[src/rtl/bp_fe_bht_ctrl.sv]
// bp_fe_bht_ctrl
//   Sequencer and arbiter in front of the front-end branch history table.
//   It holds the BHT in reset through a short post-reset window.
//   It gates fetch lookups onto the BHT read port.
//   It queues backend resolution updates and drains them to the BHT write port.
//   A lookup and an update that target the same entry in the same cycle are
//   separated: the write waits. After max_defer_p waits, lookups are stalled
//   for one cycle so the write can go.
//
// Ports
//   clk_i, reset_n_i                          clock, async active-low reset
//   lookup_v_i, lookup_idx_i, lookup_ready_o  fetch lookup handshake
//   predict_v_o, predict_o                    prediction, one cycle after accept
//   upd_v_i, upd_idx_i, upd_correct_i         backend update request
//   upd_ready_o                               update queue has room
//   flush_i                                   discard all queued updates
//   bht_reset_o                               synchronous reset to the BHT
//   bht_r_v_o, bht_idx_r_o                    BHT read port
//   bht_w_v_o, bht_idx_w_o, bht_correct_o     BHT write port
//   bht_predict_i                             BHT read data (cycle after read)
//
// state  | meaning
// -------+-------------------------------------------------------------
// RESET  | reset asserted; BHT held in reset, nothing accepted
// HOLD   | BHT init window; updates may queue, no lookups or writes
// RUN    | normal operation; lookups accepted, queued updates drain

module bp_fe_bht_ctrl #(
  parameter int vaddr_width_p   = 39,
  parameter int bht_idx_width_p = 9,
  parameter int upd_els_p       = 4,
  parameter int max_defer_p     = 3,
  parameter int hold_cycles_p   = 2
) (
  input  logic                       clk_i,
  input  logic                       reset_n_i,
  input  logic                       lookup_v_i,
  input  logic [bht_idx_width_p-1:0] lookup_idx_i,
  output logic                       lookup_ready_o,
  output logic                       predict_v_o,
  output logic                       predict_o,
  input  logic                       upd_v_i,
  input  logic [bht_idx_width_p-1:0] upd_idx_i,
  input  logic                       upd_correct_i,
  output logic                       upd_ready_o,
  input  logic                       flush_i,
  output logic                       bht_reset_o,
  output logic                       bht_r_v_o,
  output logic [bht_idx_width_p-1:0] bht_idx_r_o,
  output logic                       bht_w_v_o,
  output logic [bht_idx_width_p-1:0] bht_idx_w_o,
  output logic                       bht_correct_o,
  input  logic                       bht_predict_i
);

  localparam int ptr_w_lp   = $clog2(upd_els_p);
  localparam int cnt_w_lp   = ptr_w_lp + 1;
  localparam int defer_w_lp = $clog2(max_defer_p + 1);
  localparam int hold_w_lp  = (hold_cycles_p > 1) ? $clog2(hold_cycles_p) : 1;

  // The address width only matters to the parent's wiring.
  if (vaddr_width_p < 1) begin : g_vaddr_unused
  end

  typedef enum logic [1:0] {
    e_reset = 2'd0,
    e_hold  = 2'd1,
    e_run   = 2'd2
  } state_e;

  typedef struct packed {
    logic [bht_idx_width_p-1:0] idx;
    logic                       correct;
  } upd_entry_s;

  state_e               state_r, state_n;
  logic [hold_w_lp-1:0] hold_cnt_r, hold_cnt_n;

  upd_entry_s           fifo_mem [upd_els_p];
  logic [ptr_w_lp-1:0]  wr_ptr_r, rd_ptr_r;
  logic [cnt_w_lp-1:0]  cnt_r;
  logic [defer_w_lp-1:0] defer_r;
  logic                 pv_r;

  logic       run;
  logic       empty;
  logic       full;
  logic       force_w;
  logic       conflict;
  logic       issue;
  logic       push;
  logic       blocked;
  upd_entry_s head;

  // ---------------- sequencer ----------------
  always_ff @(posedge clk_i or negedge reset_n_i) begin
    if (!reset_n_i) begin
      state_r    <= e_reset;
      hold_cnt_r <= '0;
    end else begin
      state_r    <= state_n;
      hold_cnt_r <= hold_cnt_n;
    end
  end

  always_comb begin
    state_n    = state_r;
    hold_cnt_n = hold_cnt_r;
    case (state_r)
      e_reset: begin
        state_n    = e_hold;
        hold_cnt_n = hold_w_lp'(hold_cycles_p - 1);
      end
      e_hold: begin
        if (hold_cnt_r == '0) state_n = e_run;
        else                  hold_cnt_n = hold_cnt_r - 1'b1;
      end
      e_run:   state_n = e_run;
      default: state_n = e_reset;
    endcase
  end

  // ---------------- arbitration ----------------
  assign run   = (state_r == e_run);
  assign empty = (cnt_r == '0);
  assign full  = (cnt_r == cnt_w_lp'(upd_els_p));
  assign head  = fifo_mem[rd_ptr_r];

  // A saturated defer count stalls lookups, which removes the conflict.
  assign force_w        = ~empty & (defer_r == defer_w_lp'(max_defer_p));
  assign lookup_ready_o = run & ~force_w;
  assign bht_r_v_o      = lookup_v_i & lookup_ready_o;
  assign bht_idx_r_o    = lookup_idx_i;

  assign conflict = bht_r_v_o & (lookup_idx_i == head.idx);
  assign issue    = run & ~empty & (~conflict | force_w) & ~flush_i;
  assign blocked  = run & ~empty & conflict & ~force_w;

  assign bht_w_v_o     = issue;
  assign bht_idx_w_o   = head.idx;
  assign bht_correct_o = head.correct;

  assign upd_ready_o = (state_r != e_reset) & ~full;
  assign push        = upd_v_i & upd_ready_o & ~flush_i;

  assign bht_reset_o = ~run;
  assign predict_v_o = pv_r;
  assign predict_o   = pv_r & bht_predict_i;

  // ---------------- update queue ----------------
  always_ff @(posedge clk_i) begin
    if (push) fifo_mem[wr_ptr_r] <= '{idx: upd_idx_i, correct: upd_correct_i};
  end

  always_ff @(posedge clk_i or negedge reset_n_i) begin
    if (!reset_n_i) begin
      wr_ptr_r <= '0;
      rd_ptr_r <= '0;
      cnt_r    <= '0;
      defer_r  <= '0;
    end else if (flush_i) begin
      wr_ptr_r <= '0;
      rd_ptr_r <= '0;
      cnt_r    <= '0;
      defer_r  <= '0;
    end else begin
      if (push)  wr_ptr_r <= wr_ptr_r + 1'b1;
      if (issue) rd_ptr_r <= rd_ptr_r + 1'b1;
      cnt_r <= cnt_r + cnt_w_lp'(push) - cnt_w_lp'(issue);
      if (issue || empty) defer_r <= '0;
      else if (blocked)   defer_r <= defer_r + 1'b1;
    end
  end

  // ---------------- prediction valid ----------------
  always_ff @(posedge clk_i or negedge reset_n_i) begin
    if (!reset_n_i) pv_r <= 1'b0;
    else            pv_r <= bht_r_v_o;
  end

endmodule
[config.mk]
export PLATFORM = sky130hd
export DESIGN_NAME = bp_fe_bht_ctrl
export DESIGN_NICKNAME = d
export VERILOG_FILES = /design/src/rtl/bp_fe_bht_ctrl.sv
export SDC_FILE = /design/constraint.sdc
export NUM_CORES = 1
export LEC_CHECK = 0
export BUFFER_PORTS_ARGS = -buffer_cell sky130_fd_sc_hd__buf_2
export CORE_MARGIN = 3
export CORE_UTILIZATION = 54
export DETAILED_ROUTE_END_ITERATION = 12
export PLACE_DENSITY = 0.79
export RECOVER_POWER = 25
export SLEW_MARGIN = 20
export SYNTH_ARGS = -nofsm -noshare
export SYNTH_HDL_FRONTEND = slang
export SYNTH_SLANG_ARGS = --single-unit
[constraint.sdc]
create_clock -name clk_i -period 3.97 [get_ports clk_i]
set_clock_uncertainty 0.15 [all_clocks]
set_input_delay 0.1985 -clock clk_i [delete_from_list [all_inputs] [get_ports clk_i]]
set_output_delay 0.1985 -clock clk_i [all_outputs]
set_load 0.05 [all_outputs]
==> impl_metrics.yaml <==
power_and_ir_drop:
  p_comb_share_pct: 42.1
  ir_drop_mv: 0.318
  pwr-share-clk_pct: 16.5
  p_seq_share_pct: 41.5
  power.net_switching_mw: 0.686
  intPower_mw: 1.03
  leakage_nw: 1.14
  swShare_pct: 39.9
  pwr_density_cell_nw_per_um2: 599
drt:
  ant_nets: 0
  drc: 0
  wl_per_cell_um: 16.7
  via_count: 1462
  finalWirelength_um: 4470
  drt-initial-drc-count: 130
  drt-pass1-iter-count: 7
  post_drt_via_cell_ratio: 5.46
synthesis:
  yosys_warnings: 0
  synth_cells: 160
  yosys-top-cells-count: "40 x edfxtp_1, 13 x dfrtp_1, 11 x inv_1, 11 x xnor2_1, 10 x ha_1"
  ys_top_cells_by_area: "edfxtp_1 49%, dfrtp_1 13%, mux4_1 5.3%"
  yosys.area.top_type: "edfxtp_1"
  seq_area_frac_synth_pct: 62.0
  async_reset_ff_share_pct: 24.5
  synth_flop_cell: "edfxtp_1"
  netlist_area_um2: 2460
  synth_area_per_cell_um2: 15.4
  synth_edf_count: 40
  yosysMostFrequentCell: "edfxtp_1"
  synth_top_area_share_pct: 48.8
  syn_nets: 196
  ys_ff_latch: 53
  ys_types: 36
place:
  placed_cell_area_um2: 2680
  io_buffers: 50
  dpl.cell_count: 248
  dp_hpwl_um: 3270
  gp_congestion: 0.775
  place_ws_ps: 396
clock_tree:
  cts_resized: 0
  clock_latency_ps: 300
  post_cts_buffers: 0
  cts_tree: "built"
  htreeDepth: 2
  clk_pin_slew_worst_paths_ps: 90
  cts-root-buf: "clkbuf_8"
  clockBufferDepth: 2
  cts-buffers-inserted: 5
  clock_sinks: 53
timing:
  fmax_mhz: 280
  slew_headroom_pct: 47.9
  fin_setup_tns_ps: 0
  setup_viol_count_final: 0
  rsz0062_at_grt: "false"
  hold_violations: 0
  final-max-slew-violation-count: 0
  worst_pin_slew_ps: 775
  post-route-period-util_pct: 89.9
  fin_ws_ps: 399
  finalCriticalPeriod_ps: 3570
grt:
  grt_max_degree: 16
  grt_pass1_vias: 1434
  grt_use_total_pct: 18.3
  grt_pass1_wl_um: 7180
  grt_antenna_before_repair: 0
  grt_overflow_total: 0
setup_path:
  timing.rr.end: "cnt_r[2]$_DFF_PN0_"
  ff2ff_path_depth: 13
  arrival_ps: 3610
  worst-r2r-setup-slack_ps: 400
  critPathMaxFanout: 8
  crit_start: "rd_ptr_r[0]$_DFFE_PN0P_"
  required_ps: 4010
  r2r_start: "rd_ptr_r[0]$_DFFE_PN0P_"
  endpoint_kind: "flop"
  critical_path_class: "flop to flop"
  start_kind: "flop"
  critPathCapture: "cnt_r[2]$_DFF_PN0_"
final_layout:
  area_growth_pct: 16.6
  fill_cells: 294
  fin_nets: 253
  postLayoutCellArea_um2: 2870
  multiInputGateArea_um2: 796
  antenna_cells: 0
  finalNonFillerCells: 268
  drive_gt1_share_pct: 23.4
  regArea_um2: 1530
floorplan:
  ios: 51
  core_area_um2: 4200
  die_area_um2: 5400
  num_rows: 23
  fp.dieH_um: 73.5
  start_util_pct: 58.6
  die_w_um: 73.5
run_status:
  status: "finished clean"
hold_path:
  hold_path_class: "primary input to flop"
job:
  max_cap_violations: 0
final cells by class:
cell class                      count  area share [%]
Timing Repair Buffer               63            12.6
Clock inverter                      1           0.174
Multi-Input combinational cell     83            27.7
Inverter                           11            1.44
Sequential cell                    53            53.2
Clock buffer                        7            2.66
Tap cell                           50            2.18
power by group through the flow:
stage	clock [mW]	combinational [mW]	sequential, mW
final	0.283	0.722	0.712
after floorplan	0	0.629	0.690
after global placement	0	0.703	0.721
after CTS	0.288	0.733	0.713
after detailed placement	0	0.721	0.726
after global routing	0.314	0.778	0.721
cell usage in the layout (no fill, tap or decap), types with 2 or more instances in the layout:
master	netlist	layout
and2_1	6	6
clkbuf_8	0	5
nand4_1	2	2
edfxtp_1	40	40
inv_1	11	11
mux4_1	5	5
dfrtp_1	13	13
mux4_2	5	5
dlygate4sd3_1	0	12
nor2b_1	4	4
or4_1	2	2
ha_1	10	10
nand3_1	2	2
o21ai_0	4	4
clkbuf_1	1	15
nor3_1	3	2
nor2_1	7	7
a21oi_1	3	2
buf_2	0	37
nand2_1	5	5
xnor2_1	11	11
worst max-delay path, stage by stage (launching register included):
cell     delay (ps)
dfrtp_1         560
buf_4           240
mux4_2          520
xnor2_1         170
nand4_1         190
nor3_1          390
nor3_2           90
ha_1            310
inv_1            50
ha_1            150
inv_1            60
fa_1            380
xnor2_1         160
nor2_1           50
worst min path at each step:
stage	from	to	slack [ps]	cells past startpoint
6_report	flush_i	cnt_r[2]$_DFF_PN0_	80	2
3_3_place_gp	reset_n_i	hold_cnt_r$_DFFE_PN0P_	-50	1
2_1_floorplan	reset_n_i	cnt_r[0]$_DFF_PN0_	-250	0
5_1_grt	flush_i	cnt_r[0]$_DFF_PN0_	90	2
4_1_cts	flush_i	cnt_r[2]$_DFF_PN0_	60	2
3_5_place_dp	reset_n_i	state_r[1]$_DFFE_PN0P_	-50	1
timing repair:
item,CTS,global route
endpoints found under the setup margin,0,0
hold buffers,12,0
hold endpoints to repair,54,0
cell families (layout without fill, tap and decap cells):
logic type	count (synthesis)	count (layout)	share of synthesized area, %
DFF	53	53	62.0
and+or+nand+nor	37	37	8.34
buffers and inverters	24	82	6.00
AOI/OAI and AO/OA	12	12	3.15
xor gates and xnor gates	12	12	4.27
adders and majority gates	11	11	5.90
muxes	11	11	10.3
sequential cells by signal, summed over array words and instances, names as in the netlist:
register and cells:
wr_ptr_r 2, fifo_mem 40, state_r 2, predict_v_o 1, defer_r 2, hold_cnt_r 1
rd_ptr_r 2, cnt_r 3
metal layers:
layer	GRT usage [%]	wire length, um	vias to the layer above
met5	0	0	-
met4	5.23	44	0
met3	6.70	414	5
met2	29.2	2170	58
met1	23.5	1840	706
li1	-	-	693
stage by stage:
stage	total power, mW	utilization (%)	hold slack, ps
floorplan	1.32	-	-247
detailed placement	1.45	63.9	-46.1
global route	1.81	68.3	92.7
finish	1.72	68.3	77.1
CTS	1.73	68.7	63.5
global placement	1.42	63.9	-53.3
Note: power is estimated with default switching activity, not from simulation.
